[src/rtl/qcu_corr_pkg.sv]
// rtl/qcu_corr_pkg.sv - shared types for the correction sequencer
package qcu_corr_pkg;

    localparam int CHAN_W = 4;

    typedef enum logic [2:0] {
        IDLE,
        DECODE,
        APPLY,
        VERIFY,
        REPORT
    } corr_state_e;

    // Wide enough for the largest supported channel count (16)
    typedef struct packed {
        logic [CHAN_W-1:0] chan;
        logic              ok;
    } corr_evt_t;

endpackage

[src/rtl/rr_arbiter.sv]
// rtl/rr_arbiter.sv - combinational round-robin grant starting after last
module rr_arbiter #(
    parameter int N = 4,
    parameter int W = $clog2(N)
) (
    input  logic [N-1:0] req,
    input  logic [W-1:0] last,
    output logic         grant_valid,
    output logic [W-1:0] grant_idx
);

    logic [W-1:0] idx;

    // Scan from farthest to nearest so the nearest requester after last wins
    always_comb begin
        grant_valid = 1'b0;
        grant_idx   = '0;
        idx         = '0;
        for (int i = N; i >= 1; i--) begin
            idx = W'((int'(last) + i) % N);
            if (req[idx]) begin
                grant_valid = 1'b1;
                grant_idx   = idx;
            end
        end
    end

endmodule

[src/rtl/correction_sequencer.sv]
// rtl/correction_sequencer.sv - services channel errors one at a time and reports outcomes
module correction_sequencer
    import qcu_corr_pkg::*;
#(
    parameter int N_CHAN         = 4,
    parameter int DECODE_LAT     = 3,
    parameter int VERIFY_TIMEOUT = 4,
    parameter int CNT_W          = 16,
    parameter int CW             = $clog2(N_CHAN)
) (
    input  logic              clk,
    input  logic              rst_n,
    input  logic              enable,
    input  logic [N_CHAN-1:0] error_state_i,
    output logic [N_CHAN-1:0] apply_correction_o,
    output logic              busy_o,
    output logic [CW-1:0]     active_chan_o,
    output logic              evt_valid_o,
    input  logic              evt_ready_i,
    output logic [CW-1:0]     evt_chan_o,
    output logic              evt_ok_o,
    output logic [CNT_W-1:0]  corr_count_o,
    output logic [CNT_W-1:0]  fail_count_o
);

    localparam int TMAX = (DECODE_LAT > VERIFY_TIMEOUT) ? DECODE_LAT : VERIFY_TIMEOUT;
    localparam int TW   = $clog2(TMAX + 1);

    corr_state_e       state;
    corr_evt_t         evt_q;
    logic [TW-1:0]     timer;
    logic [CW-1:0]     last_chan;
    logic [CW-1:0]     active;
    logic [N_CHAN-1:0] apply_q;
    logic [CNT_W-1:0]  corr_cnt;
    logic [CNT_W-1:0]  fail_cnt;
    logic              grant_valid;
    logic [CW-1:0]     grant_idx;

    assign active = CW'(evt_q.chan);

    rr_arbiter #(
        .N (N_CHAN),
        .W (CW)
    ) u_arb (
        .req         (error_state_i),
        .last        (last_chan),
        .grant_valid (grant_valid),
        .grant_idx   (grant_idx)
    );

    always_ff @(posedge clk or negedge rst_n) begin
        if (!rst_n) begin
            state     <= IDLE;
            evt_q     <= '0;
            timer     <= '0;
            last_chan <= CW'(N_CHAN - 1);
            apply_q   <= '0;
            corr_cnt  <= '0;
            fail_cnt  <= '0;
        end else begin
            apply_q <= '0;
            case (state)
                IDLE: begin
                    if (enable && grant_valid) begin
                        evt_q.chan <= CHAN_W'(grant_idx);
                        timer      <= TW'(DECODE_LAT - 1);
                        state      <= DECODE;
                    end
                end
                DECODE: begin
                    // Pulse is registered so it is high exactly while in APPLY
                    if (timer == '0) begin
                        apply_q <= N_CHAN'(1) << active;
                        state   <= APPLY;
                    end else begin
                        timer <= timer - 1'b1;
                    end
                end
                APPLY: begin
                    timer <= TW'(VERIFY_TIMEOUT - 1);
                    state <= VERIFY;
                end
                VERIFY: begin
                    if (!error_state_i[active]) begin
                        evt_q.ok <= 1'b1;
                        state    <= REPORT;
                    end else if (timer == '0) begin
                        evt_q.ok <= 1'b0;
                        state    <= REPORT;
                    end else begin
                        timer <= timer - 1'b1;
                    end
                end
                REPORT: begin
                    if (evt_ready_i) begin
                        if (evt_q.ok) begin
                            if (corr_cnt != '1) corr_cnt <= corr_cnt + 1'b1;
                        end else begin
                            if (fail_cnt != '1) fail_cnt <= fail_cnt + 1'b1;
                        end
                        last_chan <= active;
                        state     <= IDLE;
                    end
                end
                default: state <= IDLE;
            endcase
        end
    end

    assign apply_correction_o = apply_q;
    assign busy_o             = (state != IDLE);
    assign active_chan_o      = active;
    assign evt_valid_o        = (state == REPORT);
    assign evt_chan_o         = active;
    assign evt_ok_o           = evt_q.ok;
    assign corr_count_o       = corr_cnt;
    assign fail_count_o       = fail_cnt;

endmodule

[config.mk]
export PLATFORM = sky130hd
export DESIGN_NAME = correction_sequencer
export DESIGN_NICKNAME = d
export VERILOG_FILES = /design/src/rtl/qcu_corr_pkg.sv /design/src/rtl/rr_arbiter.sv /design/src/rtl/correction_sequencer.sv
export SDC_FILE = /design/constraint.sdc
export NUM_CORES = 1
export LEC_CHECK = 0
export ABC_AREA = 0
export CORE_ASPECT_RATIO = 1.4
export CORE_MARGIN = 2
export CORE_UTILIZATION = 40
export CTS_CLUSTER_SIZE = 16
export DETAILED_ROUTE_END_ITERATION = 10
export PLACE_DENSITY_LB_ADDON = 0.1
export SLEW_MARGIN = 30
export SYNTH_ARGS = -nofsm -noshare
export SYNTH_HDL_FRONTEND = slang
export SYNTH_HIERARCHICAL = 1
export SYNTH_SLANG_ARGS = --single-unit
[constraint.sdc]
create_clock -name clk -period 1.5 [get_ports clk]
set_input_delay 0.225 -clock clk [delete_from_list [all_inputs] [get_ports clk]]
set_output_delay 0.225 -clock clk [all_outputs]
set_load 0.01 [all_outputs]
Word level (Yosys, flattened, before mapping):

Index checks and enable logic that the tools add are counted.

* add/subtract/negate cells: 7
* order comparisons: 5
* eq/ne operators: 12
* shift-type cells: 1
* muxes and demuxes: 32
* bitwise logic cells: 1
* reductions and logical operators: 12

Operators with widths (number)
* 16-bit by 1-bit adder with 16-bit output, second input constant: 2
* 16-bit inequality test, second input constant: 2
* 3-bit 2-to-1 mux: 8
* 2-bit by 3-bit less-than comparator with 1-bit output, second input constant: 5
* 3-bit case mux with 5 select lines: 1
* 3-bit case mux with 4 select lines: 1
* 4-bit AND reduction: 3
* 1-bit 2-to-1 mux: 11
* 1-bit binary-select mux with 2-bit select: 5
* 2-bit 2-to-1 mux: 4
* 4-bit 2-to-1 mux: 2
* 3-bit by 2-bit equality test with 1-bit output, second input constant: 2
* 3-bit logical NOT: 2
* 2-bit inequality test, second input constant: 3
* 2-bit AND reduction: 3
* 2-bit by 1-bit adder with 2-bit output, second input constant: 2
* 2-bit adder, second input constant: 2
* 2-bit by 1-bit inequality test with 1-bit output, second input constant: 2
* 4-bit nonzero test: 1
* 1-bit by 2-bit << shifter with 4-bit output, first input constant: 1
* 3-bit by 1-bit equality test with 1-bit output, second input constant: 1
* 3-bit equality test, second input constant: 1
* 3-bit inequality test, second input constant: 1
* 3-bit AND reduction: 1
* 4 further kinds: 4

* register bits: 47
* input bits: 8
* output and inout port bits: 43
* logic and storage cells: 78

Logic depth before layout (Yosys ltp):

Gate-level depths: netlist of the first run.

* word-level depth: 10
* gate-level depth with buffers: 6
* gate-level depth less buffers: 6

Hierarchy:

The synthesis of the first run kept the hierarchy.

By module, submodules not included
* correction_sequencer: times used 1, cells each 229, area each 2378.5 um^2, sequential area each 1178.6 um^2
* rr_arbiter: times used 1, cells each 14, area each 91.3 um^2, sequential area each 0.0 um^2

Worst setup path before layout of the first run:

OpenSTA, ideal clock, no wires.

* path type: flip-flop to flip-flop
* start: register fail_cnt[0], in the netlist fail_count_o[0]
* end: register fail_cnt[1], in the netlist fail_count_o[1]
* setup time: 0.125 ns
* arrival: 1.662 ns
* data required time: 1.375 ns
* slack: -0.288 ns
* cell stages (with the launch flop): 6
* path buffers: 0
* period minus slack after synthesis: 1.788 ns
* path through: dfrtp_1 -> ha_1 -> nand3_1 -> or4_4 -> and2_4 -> mux2_4

* longest elaborated chain between the ends: 2
* elaborated cells between the ends (all ways): 3
* those cells by class: add/sub (1); eq/ne (1); reduce/logical (1)

Ends and longest elaborated chain
* start, declared: RTL line correction_sequencer.sv:36 `logic [CNT_W-1:0] fail_cnt;`
* start signal, assigned: RTL line correction_sequencer.sv:100 `if (fail_cnt != '1) fail_cnt <= fail_cnt + 1'b1;`
* branches (longest 2 deep; another with 16-bit by 1-bit adder with 16-bit output)

Several ways; the timed one is not identified.
A chain may end at the register's enable or synchronous reset.

Worst setup path in the final report of the first run:

* start: register state[1]
* end: register corr_cnt[13], in the netlist corr_count_o[13]

* longest elaborated chain between the ends: 2

Ends and longest elaborated chain
* start, declared: RTL line correction_sequencer.sv:29 `corr_state_e state;`
* start signal, assigned: RTL line correction_sequencer.sv:54 `state <= IDLE;`
* start signal, assigned: RTL line correction_sequencer.sv:68 `state <= DECODE;`
* start signal, assigned: RTL line correction_sequencer.sv:75 `state <= APPLY;`
* 3-bit equality test: RTL line correction_sequencer.sv:63 `case (state)`
* 4-bit AND reduction (no source line)
* end signal, assigned: RTL line correction_sequencer.sv:98 `if (corr_cnt != '1) corr_cnt <= corr_cnt + 1'b1;`
* end, declared: RTL line correction_sequencer.sv:35 `logic [CNT_W-1:0] corr_cnt;`

No other way between the ends.

==> results of run 1 <==
flip-flops by register name, summed over array words and instances, names as in the netlist:
name	count
apply_correction_o	4
state	3
fail_count_o	16
corr_count_o	16
active_chan_o	2
timer	3
evt_ok_o	1
last_chan	2
cell type report:
cell class	instances	area, µm²
fill	427	1559
sequential	47	1190
timing repair buffer	160	1344
tap	70	87.58
clock inverter	2	12.51
multi-input combinational	176	1605
clock buffer	6	72.57
inverter	9	33.78
how the worst min path moves through the flow:
stage,to,cells past startpoint
final,fail_count_o[0],3
after floorplan,active_chan_o[0],0
after detailed placement,fail_count_o[0],2
after global placement,fail_count_o[1],2
after global routing,fail_count_o[0],3
after CTS,fail_count_o[0],3
cell usage after synthesis, drive strengths merged, types with 4 or more instances:
cell type   n
inv         9
and2        4
mux2i       4
and3        5
nor2       11
clkbuf      7
a21oi      12
nand2      22
mux2        5
a31oi       4
nand3      15
buf         4
a211oi      6
dfrtp      45
xnor2      10
nand4      12
nor4        8
o21a        4
xor2       15
ha          4
routing by layer:
layer  GRT usage  up-vias
li1            -     1191
met1      0.2529     1185
met2      0.3832       58
met3     0.03854       10
met4     0.06953        0
met5           0        -
worst reg2reg max path, delay by kind of cell (launching register included):
kind | cells | cell delay [ns]
DFF | 1 | 0.41
buffers and inverters | 3 | 0.41
xor gates and xnor gates | 1 | 0.17
and+or+nand+nor | 3 | 0.62
cells by family after synthesis:
| family | share of synthesized area |
|---|---|
| compound gates | 0.1044 |
| xor+xnor | 0.08865 |
| fa+ha+maj | 0.02026 |
| buf+inv | 0.03445 |
| flops | 0.4772 |
| mux | 0.04052 |
| simple gates | 0.2346 |
where the power goes:
group          switching [mW]  leakage (nW)  internal [mW]  total, mW
logic                   0.926          1.49           1.23       2.15
clock network           0.446        0.0412          0.327      0.773
registers               0.168         0.598           1.48       1.65
total                    1.54          2.13           3.03       4.57
what timing repair did:
item	CTS	global route
hold endpoints to repair	45	0
endpoints found under the setup margin	75	50
resized for setup	80	25
cloned	0	0
pin swaps	30	25
buffers inserted	25	10
hold buffers	1	0
==> summary.md, run 1 <==
| Metric | Value |
|---|---|
| CP endpoint | `corr_count_o[13]` |
| Placement Cell Area | `approximately 3700 µm²` |
| TritonCTS clock tree | `yes` |
| Rel. slew slack | `0.7583` |
| First-pass GRT wire length | `~12000 µm` |
| Layout cell share with drive strength beyond 1 | `0.4850` |
| Max-Cap Viols | `0` |
| Crit Path Class | `reg -> reg` |
| # IOs | `roughly 50` |
| DRT Wirelength | `6897 µm` |
| 1st-iter DRT viols | `80` |
| Vias in the first global route | `2616` |
| Synthesized area | `2470 µm²` |
| Synth top area cells | `dfrtp_1 (46%), xor2_1 (5.3%), xnor2_1 (3.5%)` |
| Most common cell after layout, fill and taps aside | `buf_4` |
| Fmax | `599.0 MHz` |
| Crit path buf inv count | `3` |
| Worst path arrival time | `1.90 ns` |
| Initial antenna violation count | `0` |
| Req. time, crit path | `approximately 1.7 ns` |
| Setup ws final | `-0.1695 ns` |
| Post-Syn Area per Cell | `10.16 µm²` |
| GPL Wtd Cong | `0.8274` |
| Area leader, netlist | `dfrtp_1` |
| Final-stage net count | `411` |
| Met3 Routed Length | `266 µm` |
| Cts bufs inserted | `5` |
| Post-synth EDFFs | `0` |
| Total power | `4.571 mW` |
| Crit path depth | `7` |
| Reg-to-reg endpoint | `corr_count_o[13]` |
| Status | `complete, but fails checks` |
| Post-route cell area | `4345 µm²` |
| Synthesized instance count | `approximately 240` |
| Input/output buffers | `50` |
| Total leakage power | `approximately 2.1 nW` |
| Crit path launch type | `register` |
| Final cell count without fillers | `470` |
| Slew Limit Fails | `0` |
| Seq cells post-synth | `47` |
| Initial DRT Pass Iterations | `4` |
| Area grow syn2layout | `75.94%` |
| Post-synth top area share | `0.4559` |
| Clock Path Buffers | `2` |
| Power per cell area | `1052 nW/µm²` |
| Yosys cell types | `50` |
| Largest stage delay, worst path | `0.41 ns` |
| CTS H-tree depth | `2` |
| IR drop worst, VDD | `0.6722 mV` |
| DP Worst Slack | `-0.4026 ns` |
| GRT Util Overall | `0.2135` |
| Final Core Density | `0.7360` |
| Critical path endpoint category | `register` |
| Ys async rst share | `1.000` |
| Uppermost layer routed | `met4` |
| Failing checks | `negative setup slack` |
| Die Span Y | `96.98 µm` |
| Register area share after synthesis | `0.4772` |
| Fin crit period | `1.670 ns` |
| Worst-path clk slew | `0.09 ns` |
| Row cnt | `33` |
| Clock sink count | `47` |
| HPWL after DPL | `around 4900 µm` |
| Clock Skews | `0.007121 ns` |
| Final period utilization | `1.113` |
| Commonest non-fill, non-tap cells in the layout | `buf_4 (98), dfrtp_1 (36), dlygate4sd2_1 (31)` |
| Worst path top cell family by delay | `simple AND/OR/NAND/NOR gates` |
| Clock root buffer master | `clkbuf_8` |
| Remaining DRCs | `0` |
| Core Area | `roughly 6000 µm²` |
| Setup-failing EPs final | `35` |
| Slowest cell on crit path | `dfrtp_2` |
| Full die area | `6828 µm²` |
| Reg2Reg Setup Slack | `-0.17 ns` |
| Drt wl/cell | `14.67 µm` |
| Critical-path cell list | `buf_6 -> and4bb_4 -> buf_6 -> nand3_4 -> buf_12 -> nor4_4 -> xor2_1` |
| Starting Density | `0.4183` |
| Largest net degree at the start of global routing | `29` |
| RSZ-0062 raised after global routing | `yes` |
| CP Max Fanout | `5` |
| Main synth FF type | `dfrtp_1` |
| Worst min path class | `in -> async` |
| Final setup TNS | `-2.296 ns` |
| Skew-Pair Late Insertion Delay | `0.30 ns` |
| WHS | `about 0.42 ns` |
| Wire length on met2 | `around 3700 µm` |
| Via count | `between 2000 and 2500` |
| Reg2Reg Depth | `7` |
| GRT overflow | `0` |
| Worst Setup SP | `state[1]` |
| ANT cells | `0` |
| Syn nets | `255` |
| M1 WL | `~2800 µm` |
| Critical path's most frequent cell | `buf_6` |
| Placed Cells | `between 400 and 500` |
| Worst r2r src | `state[1]` |
| Die W | `70.41 µm` |
| Post-route ant nets | `0` |
| Final Hold Fails | `0` |
| Vias/cell | `5.200` |
| Slew of the pin with the lowest slew margin | `0.3593 ns` |
| Ys Warns | `6` |
(Power assumes the default switching activity.)
==> inputs of run 2 (changes only) <==
clock period = 1.7 ns   (was 1.5 ns; I/O delays follow)
==> run 2 against run 1 <==
  * The run now ends clean
  * Sequential share of layout area increased by 4.9 points
  * Fmax decreased by 0.18%
  * Critical path depth decreased by 3
  * Wire length shrank 16%
  * Design area down 15%
  * Combinational power down 34%
  * Sequential power fell by 9.7%
  * Highest routed layer unchanged
==> summary.md, run 2 (same netlist as run 1, synthesis figures left out) <==
| Metric | Value |
|---|---|
| Status | `finished clean` |
| Placed Cells | `398 (-6.8%)` |
| Clock Skews | `0.01024 ns (+0.003122 ns)` |
| Slowest cell on crit path | `or4_4` |
| Wire length on met2 | `2866 µm (-23%)` |
| Reg power frac | `0.410 (+0.050)` |
| Setup-failing EPs final | `0 (-100%)` |
| Met3 Routed Length | `213 µm (-20%)` |
| Final period utilization | `0.9839 (-0.1291)` |
| Largest net degree at the start of global routing | `48 (+66%)` |
| CTS H-tree depth | `2 (unchanged)` |
| 1st-iter DRT viols | `122 (+53%)` |
| Worst-path clk slew | `0.09 ns (about the same)` |
| Clock root buffer master | `clkbuf_8` |
| TritonCTS clock tree | `yes` |
| Crit path launch type | `register` |
| Power per cell area | `985.4 nW/µm² (-6.3%)` |
| Crit Path Class | `reg -> reg` |
| Req. time, crit path | `1.89 ns (+0.16 ns)` |
| Vias in the first global route | `2104 (-20%)` |
| First-pass GRT wire length | `9894 µm (-17%)` |
| Skew-Pair Late Insertion Delay | `0.30 ns (about the same)` |
| Final-stage net count | `357 (-13%)` |
| Input/output buffers | `50 (unchanged)` |
| Initial antenna violation count | `0 (unchanged)` |
| Total power | `3.627 mW (-21%)` |
| Critical-path cell list | `nand4_1 -> or4_4 -> and2_4 -> mux2_4` |
| Rel. slew slack | `0.7706 (+0.01236)` |
| Slew of the pin with the lowest slew margin | `0.3345 ns (-0.02479 ns)` |
| Worst min path class | `in -> async` |
| DRT Wirelength | `5793 µm (-16%)` |
| GRT Util Overall | `0.1755 (-0.03798)` |
| Logic pwr share | `0.392 (-0.079)` |
| Layout cell share with drive strength beyond 1 | `0.3035 (-0.1815)` |
| Fmax | `597.9 MHz (-0.18%)` |
| Share of power burned in the clock network | `0.198 (+0.029)` |
| WHS | `0.4993 ns (+0.07992 ns)` |
| Area grow syn2layout | `49.04%` |
| Fin crit period | `1.673 ns (+0.003081 ns)` |
| Uppermost layer routed | `met4` |
| Switch Pwr | `1.178 mW (-24%)` |
| Max-Cap Viols | `0 (unchanged)` |
| Clock sink count | `47 (unchanged)` |
| Final Hold Fails | `0 (unchanged)` |
| Row cnt | `33 (unchanged)` |
| Initial DRT Pass Iterations | `4 (unchanged)` |
| HPWL after DPL | `4164 µm (-14%)` |
| Starting Density | `0.4183 (unchanged)` |
| Slew Limit Fails | `0 (unchanged)` |
| CP Max Fanout | `2 (-3)` |
| Cts bufs inserted | `5 (unchanged)` |
| Total leakage power | `1.672 nW (-22%)` |
| ANT cells | `0 (unchanged)` |
| Worst path arrival time | `1.86 ns (-0.04 ns)` |
| IR drop worst, VDD | `0.5653 mV (-16%)` |
| Die W | `70.41 µm (unchanged)` |
| GPL Wtd Cong | `0.8195 (-0.95%)` |
| Remaining DRCs | `0 (unchanged)` |
| RSZ-0062 raised after global routing | `yes` |
| Largest stage delay, worst path | `0.57 ns (+0.16 ns)` |
| M1 WL | `2619 µm (-6.1%)` |
| Switching Fraction | `0.3246 (-0.01215)` |
| Commonest non-fill, non-tap cells in the layout | `buf_4 (49), clkdlybuf4s50_1 (46), dfrtp_1 (37)` |
| Via count | `2178 (-11%)` |
| Clock Path Buffers | `2 (unchanged)` |
| Post-route ant nets | `0 (unchanged)` |
| Int Pwr | `2.450 mW (-19%)` |
| GRT overflow | `0 (unchanged)` |
| Full die area | `6828 µm² (unchanged)` |
| Vias/cell | `5.236 (+0.68%)` |
| Drt wl/cell | `13.93 µm (-5.1%)` |
| Most common cell after layout, fill and taps aside | `buf_4` |
| Final cell count without fillers | `416 (-11%)` |
| Crit path buf inv count | `0 (-3)` |
| Core Area | `5904 µm² (unchanged)` |
| # IOs | `51 (unchanged)` |
| Critical path endpoint category | `register` |
| Worst path top cell family by delay | `simple AND/OR/NAND/NOR gates` |
| Die Span Y | `96.98 µm (unchanged)` |
run 2: changes by cell type in the layout (fill, tap and decap cells not counted), sizes merged:
cell | previous run | this run
buf | 113 | 56
clkbuf | 6 | 7
clkdlybuf4s50 | 12 | 46
clkinvlp | 1 | 0
dlygate4sd2 | 31 | 1
dlymetal6s2s | 2 | 1
run 2: final timing paths:
check,from,endpoint,slack (ns),cells past startpoint
setup / recovery,fail_count_o[10],fail_count_o[1],0.03,4
hold / removal,rst_n,fail_count_o[6],0.50,3
setup reg to reg,fail_count_o[10],fail_count_o[1],0.03,4
hold reg to reg,timer[1],timer[1],0.50,1
max in group asynchronous,rst_n,last_chan[1],0.92,3
min in group clk,timer[1],timer[1],0.50,1
run 2: layout make-up:
| class | count | area, µm² |
|---|---|---|
| clock buffers | 7 | 86.33 |
| flip-flops and latches | 47 | 1189 |
| clock inverters | 1 | 8.758 |
| well taps | 70 | 87.58 |
| inverters | 9 | 33.78 |
| fillers | 510 | 2223 |
| repair buffers | 106 | 950.9 |
| multi-input cells | 176 | 1325 |
run 2: power by group through the flow:
stage          combinational [mW]  sequential [mW]  clock [mW]
6_report                     1.42             1.49       0.717
5_1_grt                      1.58             1.52       0.783
4_1_cts                      1.36             1.48       0.736
3_5_place_dp                 1.29             1.52           0
3_3_place_gp                 1.26             1.51           0
2_1_floorplan               0.745             1.48           0
run 2: stage by stage:
step / utilization / setup slack [ns] / cell area (µm²) / TNS, ns
final: 0.6234 / 0.02739 / 3681 / 0
after global routing: 0.6234 / -0.04725 / 3681 / -0.4088
after CTS: 0.5991 / -0.07268 / 3537 / -0.4525
after detailed placement: 0.5732 / -0.2464 / 3385 / -4.365
after global placement: 0.5732 / -0.2800 / 3385 / -4.221
after floorplan: - / -0.04425 / 2495 / -0.04425
run 2: worst register-to-register path: cells and delay by family (launching register included):
family / cells / cell delay, ns
flops: 1 / 0.36
mux: 1 / 0.29
simple gates: 3 / 0.91
run 2: routing by layer:
metal  global-route usage  up-vias
met2               0.2866       45
met5                    0        -
met4              0.05030        0
met3              0.03021        8
li1                     -     1081
met1               0.2378     1044
run 2: what timing repair did:
| item | CTS | global route |
|---|---|---|
| setup endpoints to repair | 9 | 28 |
| buffers inserted | 4 | 5 |
| hold endpoints to repair | 45 | 0 |
| resized for setup | 8 | 20 |
| pin swaps | 2 | 13 |
| hold buffers | 1 | 0 |
==> inputs of run 3 (changes only) <==
CORE_MARGIN = 4   (was 2)
CORE_UTILIZATION = 51   (was 40)
==> run 3 against run 2 <==
  * Via count increased by 1.9%
  * Wire length increased by 5.4%
  * Clock skew decreased by 0.0037 ns
  * Worst hold slack got worse by 0.091 ns
  * Largest power group unchanged
  * The run now ends with negative setup slack left
  * First-iteration DRC count increased by 26%
  * Global-route usage increased by 3.7 points
  * Clock-buffer cell count increased by 1
==> summary.md, run 3 (same netlist as run 1, synthesis figures left out) <==
| Metric | Value |
|---|---|
| Slowest cell on crit path | `dfrtp_2` |
| 1st-iter DRT viols | `154 (+26%)` |
| Clock sink count | `47 (unchanged)` |
| Post-route ant nets | `0 (unchanged)` |
| Starting Density | `0.5360 (+0.1177)` |
| Commonest non-fill, non-tap cells in the layout | `buf_4 (48), clkdlybuf4s50_1 (44), dfrtp_1 (36)` |
| Cts bufs inserted | `5 (unchanged)` |
| CP Max Fanout | `6 (+4)` |
| Initial DRT Pass Iterations | `4 (unchanged)` |
| Fmax | `580.4 MHz (-2.9%)` |
| Critical-path cell list | `and4bb_4 -> nand4_1 -> nor4_1 -> xor2_1` |
| Skew-Pair Late Insertion Delay | `0.29 ns (about the same)` |
| IR drop worst, VDD | `0.8733 mV (+54%)` |
| Crit path buf inv count | `0 (unchanged)` |
| # IOs | `51 (unchanged)` |
| Clock Path Buffers | `2 (unchanged)` |
| Die W | `66.82 µm (-5.1%)` |
| Worst min path class | `in -> async` |
| Remaining DRCs | `0 (unchanged)` |
| HPWL after DPL | `4593 µm (+10%)` |
| Layout cell share with drive strength beyond 1 | `0.2828 (-0.02067)` |
| Via count | `2219 (+1.9%)` |
| Worst-path clk slew | `0.08 ns (about the same)` |
| Vias in the first global route | `2241 (+6.5%)` |
| Final Core Density | `0.7833 (+0.1599)` |
| Multi-input logic area | `1286 µm² (-2.9%)` |
| FF+latch area | `1190 µm² (+0.11%)` |
| Clock root buffer master | `clkbuf_8` |
| Rel. slew slack | `0.7341 (-0.03652)` |
| Die Span Y | `90.34 µm (-6.8%)` |
| Total leakage power | `1.665 nW (-0.44%)` |
| Largest stage delay, worst path | `0.43 ns (-0.14 ns)` |
| Status | `complete, but fails checks` |
| Failing checks | `negative setup slack` |
| RSZ-0062 raised after global routing | `yes` |
| Final Hold Fails | `0 (unchanged)` |
| ANT cells | `0 (unchanged)` |
| Worst path arrival time | `1.94 ns (+0.08 ns)` |
| Final period utilization | `1.014 (+0.02968)` |
| Worst path top cell family by delay | `simple AND/OR/NAND/NOR gates` |
| Max-Cap Viols | `0 (unchanged)` |
| Fin crit period | `1.723 ns (+0.05046 ns)` |
| Area grow syn2layout | `46.15%` |
| Clock Skews | `0.006585 ns (-0.003658 ns)` |
| Final-stage net count | `354 (-0.84%)` |
| Critical path endpoint category | `register` |
| CTS H-tree depth | `2 (unchanged)` |
| Crit path launch type | `register` |
| First-pass GRT wire length | `10250 µm (+3.6%)` |
| DRT Wirelength | `6104 µm (+5.4%)` |
| Setup ws final | `-0.02307 ns (-0.05046 ns)` |
| Largest net degree at the start of global routing | `34 (-29%)` |
| TritonCTS clock tree | `yes` |
| Slew Limit Fails | `0 (unchanged)` |
| Crit Path Class | `reg -> reg` |
| Req. time, crit path | `1.92 ns (+0.03 ns)` |
| GRT Util Overall | `0.2129 (+0.03731)` |
| Power per cell area | `1002 nW/µm² (+1.7%)` |
| Drt wl/cell | `15.07 µm (+8.2%)` |
| Final setup TNS | `-0.02307 ns (-0.02307 ns)` |
| Setup-failing EPs final | `1 (+1)` |
| DP Worst Slack | `-0.2660 ns (-0.01962 ns)` |
| Row cnt | `29 (-12%)` |
| Reg2Reg Depth | `4 (unchanged)` |
| Input/output buffers | `50 (unchanged)` |
| Full die area | `6036 µm² (-12%)` |
| GPL Wtd Cong | `0.8206 (+0.13%)` |
| Vias/cell | `5.479 (+4.6%)` |
| Initial antenna violation count | `0 (unchanged)` |
| Crit path depth | `4 (unchanged)` |
| GRT overflow | `0 (unchanged)` |
| Core Area | `4608 µm² (-22%)` |
| Slew of the pin with the lowest slew margin | `0.3952 ns (+0.06070 ns)` |
| Most common cell after layout, fill and taps aside | `buf_4` |
| Reg2Reg Setup Slack | `-0.02 ns (-0.05 ns)` |
| # fillers | `330 (-35%)` |
run 3: changes by cell type in the layout (fill, tap and decap cells not counted), sizes merged:
cell | previous run | this run
buf | 56 | 53
clkbuf | 7 | 9
clkinv | 1 | 0
clkdlybuf4s50 | 46 | 44
dlymetal6s2s | 1 | 3
dlygate4sd2 | 1 | 0
run 3: final timing paths:
| check | from | to |
|---|---|---|
| hold reg to reg | timer[0] | timer[0] |
| min in group clk | timer[0] | timer[0] |
| setup / recovery | state[0] | corr_count_o[12] |
| max in group asynchronous | rst_n | last_chan[0] |
| setup reg to reg | state[0] | corr_count_o[12] |
| hold / removal | rst_n | apply_correction_o[0] |
run 3: per-layer routing:
metal,vias to the layer above,GRT usage,part of all wire
met5,-,0,0
met4,0,0.06610,0.018
met3,13,0.03238,0.026
met2,45,0.3916,0.56
met1,1093,0.2432,0.40
li1,1068,-,-
run 3: stage by stage:
| stage | power, mW | area (µm²) | instances | hold WS (ns) |
|---|---|---|---|---|
| 2_1_floorplan | 2.222 | 2495 | 243 | -0.04059 |
| 3_3_place_gp | 2.791 | 3382 | 391 | 0.1930 |
| 3_5_place_dp | 2.841 | 3382 | 391 | 0.2041 |
| 4_1_cts | 3.569 | 3521 | 402 | 0.4165 |
| 5_1_grt | 3.859 | 3610 | 405 | 0.4171 |
| 6_report | 3.619 | 3610 | 405 | 0.4080 |
run 3: power breakdown:
| part | switching, mW | total, mW | internal [mW] | leakage (nW) |
|---|---|---|---|---|
| Combinational | 0.621 | 1.41 | 0.791 | 1.01 |
| Sequential | 0.178 | 1.48 | 1.31 | 0.600 |
| Clock | 0.350 | 0.722 | 0.371 | 0.0515 |
run 3: cell type report:
cell class,count,share of cell area
clock buffer,8,0.02773
inverter,9,0.009359
tap,62,0.02149
timing repair buffer,103,0.2555
sequential,47,0.3296
multi-input combinational,176,0.3563
run 3: what timing repair did:
| item | CTS | global route |
|---|---|---|
| setup endpoints to repair | 7 | 28 |
| resized for setup | 8 | 16 |
| setup buffers | 2 | 3 |
| pin swaps | 2 | 2 |
| hold endpoints to repair | 14 | 0 |
| hold buffers | 1 | 0 |
==> RTL change 1, RTL diff (settings of run 2) <==
Register the output `corr_count_o` once more, cleared by the reset; this adds one clock of latency there. The other outputs are not delayed to match.
--- a/src/rtl/correction_sequencer.sv
+++ b/src/rtl/correction_sequencer.sv
@@ -114,7 +114,13 @@
     assign evt_valid_o        = (state == REPORT);
     assign evt_chan_o         = active;
     assign evt_ok_o           = evt_q.ok;
-    assign corr_count_o       = corr_cnt;
+    always_ff @(posedge clk or negedge rst_n) begin
+        if (!rst_n) begin
+            corr_count_o <= '0;
+        end else begin
+            corr_count_o <= corr_cnt;
+        end
+    end
     assign fail_count_o       = fail_cnt;
 
 endmodule
Behaviour: not the same (Yosys sat finds a counterexample within 10 cycles, from zero or initial values and one cycle with rst_n low).
==> RTL change 1 against run 2 <==
  * The flow now finishes with violations (negative setup slack)
  * Setup slack got worse by 91 ps
  * Global-route usage fell by 0.60 points
  * Sequential share of layout area is 4.8 points higher
  * Synthesized area is 15% higher
  * Design area is 16% higher
  * Die area up 15%
  * Sequential cell count up 16
  * Power is 29% higher
  * Wire length grew 9.7%
  * Critical path type unchanged
  * Critical endpoint is now corr_cnt[11]$_DFFE_PN0P_
  * Highest routed layer unchanged
==> RTL change 1: results (changes against run 2) <==
* Status: finished with violations (was finished clean)
* Failing checks: negative setup slack
* Nets at 379 (was 357)
* Number of global-route vias before repair at 2243 (was 2104)
* Placed cells at 448 (was 398)
* Crit path max fanout at 7 (was 2)
* WL final at 6360 µm (was 5790 µm)
* Critical path's largest stage delay at 500 ps (was 570 ps)
* Gr usage total at 17.0% (was 17.6%)
* Synth cell types at 47 (was 50)
* Area contributors post-synth: dfrtp_1, xor2_1, nand2_1 (was dfrtp_1, xor2_1, xnor2_1)
* Post-Synth Adder-Cell Area at 1.76% (was 2.03%)
* Hold WS at 384 ps (was 499 ps)
* Final setup violation count at 4 (was 0)
* Synthesized Nets at 266 (was 255)
* Pre-CTS setup slack at -407 ps (was -246 ps)
* Share of cells above drive strength 1 at 31.7% (was 30.3%)
* CTS clock-pin slew for the worst setup and hold paths at 70 ps (was 90 ps)
* Compound-gate portion of the synthesized area at 7.16% (was 10.4%)
* Post-detail-place hpwl at 4610 µm (was 4160 µm)
* Worst endpoint data arrival time at 1990 ps (was 1860 ps)
* Synth Area in XOR/XNOR at 7.37% (was 8.87%)
* Top post-synthesis cells by count: dfrtp_1, nand2_1, nand3_1 (was dfrtp_1, nand2_1, nand3_1, xor2_1)
* Setup WS post-layout at -63.5 ps (was 27.4 ps)
* Worst flop-to-flop path endpoint: corr_cnt[11]$_DFFE_PN0P_ (was fail_count_o[1]$_DFFE_PN0P_)
* Seq/Total Area, Yosys at 55.4% (was 47.7%)
* Post-synthesis mux area share at 4.70% (was 4.05%)
* DR vias at 2314 (was 2178)
* Fillers at 637 (was 510)
## RTL change 1: cell families after synthesis
group,count (synthesis)
XOR/XNOR,24
AND/OR/NAND/NOR,104
buffers and inverters,18
flip-flops,63
adder cells (fa/ha/maj),4
AO/OA/AOI/OAI,30
multiplexers,11
## RTL change 1: worst min path at each step
| stage | from | to |
|---|---|---|
| final | rst_n | fail_count_o[13]$_DFFE_PN0P_ |
| after global routing | rst_n | fail_count_o[13]$_DFFE_PN0P_ |
| after CTS | rst_n | fail_count_o[13]$_DFFE_PN0P_ |
| after detailed placement | rst_n | fail_count_o[13]$_DFFE_PN0P_ |
| after global placement | rst_n | fail_count_o[13]$_DFFE_PN0P_ |
| after floorplan | rst_n | active_chan_o[0]$_DFFE_PN0P_ |
## RTL change 1: layout make-up
| class | instances | share of cell area [%] |
|---|---|---|
| sequential | 63 | 37.1 |
| multi-input combinational | 173 | 31.6 |
| timing repair buffer | 108 | 22.5 |
| clock buffer | 14 | 4.06 |
| tap | 95 | 2.79 |
| inverter | 12 | 1.06 |
| clock inverter | 2 | 0.882 |
## RTL change 1: power by group
group	switching, µW	total (µW)	internal (µW)
combinational	681	1450	766
clock	575	1370	800
sequential	141	1840	1700
## RTL change 1: what timing repair did
item / CTS / global route
endpoints found under the setup margin: 10 / 29
resized for setup: 10 / 29
pin swaps: 1 / 7
endpoints found under the hold margin: 13 / 0
hold buffers: 1 / 0
buffers inserted: 1 / 1
## RTL change 1: layer usage
layer / track usage (%) / routed length [µm] / up-vias
met1: 21.4 / 2730 / 1129
met4: 6.89 / 106 / 0
met3: 4.36 / 229 / 9
met2: 27.1 / 3290 / 44
li1: - / - / 1132
met5: 0 / 0 / -
## RTL change 1: stage by stage
stage	setup TNS, ps	util, %	instance area (µm²)
5_1_grt	-739	61.3	4260
4_1_cts	-252	59.3	4110
2_1_floorplan	-881	-	2890
6_report	-157	61.3	4260
3_5_place_dp	-7310	56.1	3890
3_3_place_gp	-7270	56.1	3890
## RTL change 1: worst register-to-register path, delay by kind of cell, from the launching register on
family           cells  cell delay, ps
and+or+nand+nor      3             950
muxes                1             310
DFF                  1             400
==> RTL change 2, RTL diff (config.mk and constraints of run 2) <==
Made on the original files. `DECODE_LAT`: 3 -> 6.
--- a/src/rtl/correction_sequencer.sv
+++ b/src/rtl/correction_sequencer.sv
@@ -3,7 +3,7 @@
     import qcu_corr_pkg::*;
 #(
     parameter int N_CHAN         = 4,
-    parameter int DECODE_LAT     = 3,
+    parameter int DECODE_LAT     = 6,
     parameter int VERIFY_TIMEOUT = 4,
     parameter int CNT_W          = 16,
     parameter int CW             = $clog2(N_CHAN)
Formal check against the unedited RTL: not equivalent (a bounded check fails within 10 cycles, from zero or initial values and one cycle with rst_n low).
==> RTL change 2 against run 2 <==
  * Final cell count up 1.7%
  * Power down 8.4%
  * Maximum frequency down 1.5%
  * Wire length down 3.7%
  * Synthesized area up 0.30%
  * Clock power down 4.2%
  * Non-clock buffer count up 7
  * Design area down 1.6%
  * Setup slack worse by 26 ps
  * Sequential cell count unchanged
==> RTL change 2: results (changes against run 2) <==
* Status: finished clean (unchanged)
* Post-detail-place hpwl at 4380 µm (was 4160 µm)
* Final GP Congestion at 0.828 (was 0.820)
* Gr usage total at 17.3% (was 17.6%)
* Leakage power at 0.00168 µW (was 0.00167 µW)
* Share of cells above drive strength 1 at 29.7% (was 30.3%)
* Post-DP Area at 3440 µm² (was 3380 µm²)
* Worst Tran Pin Value at 497 ps (was 334 ps)
* WL final at 5580 µm (was 5790 µm)
* Worst Clk Skew at 10.4 ps (was 10.2 ps)
* Synthesized Nets at 252 (was 255)
* ANT cells at 0 (unchanged)
* First-pass GRT wire length at 9660 µm (was 9890 µm)
* DR vias/cell at 5.04 (was 5.24)
* Number of global-route vias before repair at 2131 (was 2104)
* Seq/Total Area, Yosys at 47.6% (was 47.7%)
* Nets at 364 (was 357)
* Maximum vdd drop at 0.000764 V (was 0.000565 V)
* Worst endpoint data arrival time at 1900 ps (was 1860 ps)
* Area contributors post-synth: dfrtp_1, xnor2_1, xor2_1 (was dfrtp_1, xor2_1, xnor2_1)
* Placed cells at 408 (was 398)
* CTS buffer count at 5 (unchanged)
* Pin count of the biggest net entering global routing at 28 (was 48)
* Crit path max fanout at 4 (was 2)
* Gate count of the mapped netlist at 240 (was 243)
* Tightest Hold Check Type: input pin to async pin (unchanged)
-- RTL change 2: cell types whose count changed in the layout (fill, tap and decap cells not counted), sizes merged, moves of 4 or more --
cell and delta:
buf +7, nor4 -7, nor3 +4, mux2 +4, o21a -4, nand2 +6
o21ai +4, nor2 +14, a211oi -6, xnor2 +4, a21oi -5
-- RTL change 2: repair_timing --
item,CTS,global route
endpoints found under the setup margin,11,23
endpoints found under the hold margin,20,0
buffers inserted,2,4
hold buffers,1,0
gates resized for setup,4,11
pin swaps,1,10
-- RTL change 2: area by class of cell --
type	instances	area [µm²]
Multi-Input combinational cell	175	1250
Fill cell	533	2280
Clock buffer	5	68.8
Sequential cell	47	1180
Clock inverter	3	20.0
Tap cell	70	87.6
Inverter	10	37.5
Timing Repair Buffer	113	982
-- RTL change 2: kinds of logic (layout without fill, tap and decap cells) --
kind of cell | Yosys count | in the layout | synth area share (%)
buffers and inverters | 18 | 131 | 3.84
adders and majority gates | 4 | 4 | 2.02
xor gates and xnor gates | 26 | 26 | 9.19
muxes | 11 | 11 | 4.90
AOI/OAI and AO/OA | 25 | 25 | 7.58
and+or+nand+nor | 109 | 109 | 24.9
DFF | 47 | 47 | 47.6
-- RTL change 2: per-stage QoR --
| stage | utilization, % | setup TNS (ps) | worst slack, ps |
|---|---|---|---|
| global placement | 58.2 | -4060 | -242 |
| floorplan | - | 0 | 10.6 |
| detailed placement | 58.2 | -5000 | -316 |
| finish | 61.3 | 0 | 1.56 |
| global route | 61.3 | -200 | -62.6 |
| CTS | 60.2 | -14.5 | -14.5 |
-- RTL change 2: worst max-delay path, stage by stage (launching register included) --
cell and delay (ps):
dfrtp_1 410, and4bb_4 350, nand4_1 190, nor4b_4 350, nand4_1 160, xnor2_1 140
-- RTL change 2: worst paths after layout --
kind                                                     end  slack (ps)  depth (start not counted)                 start
worst max-delay path            fail_count_o[12]$_DFFE_PN0P_           2                          5  state[0]$_DFFE_PN0P_
worst min-delay path             corr_count_o[9]$_DFFE_PN0P_         430                          2                 rst_n
worst min register to register          timer[1]$_DFFE_PN0P_         500                          1  timer[1]$_DFFE_PN0P_
max in group asynchronous           last_chan[0]$_DFFE_PN1P_         670                          3                 rst_n
worst max register to register  fail_count_o[12]$_DFFE_PN0P_           2                          5  state[0]$_DFFE_PN0P_
min in group clk                        timer[1]$_DFFE_PN0P_         500                          1  timer[1]$_DFFE_PN0P_
-- RTL change 2: report_power, final --
part / switching, µW / internal (µW)
Clock: 400 / 287
Sequential: 132 / 1280
Combinational: 561 / 663
-- RTL change 2: layer usage --
layer | vias up | share of wire (%) | track usage, %
met4 | 0 | 3.7 | 8.43
li1 | 1053 | - | -
met5 | - | 0 | 0
met2 | 53 | 52 | 30.9
met1 | 1012 | 40 | 19.8
met3 | 14 | 3.5 | 2.70
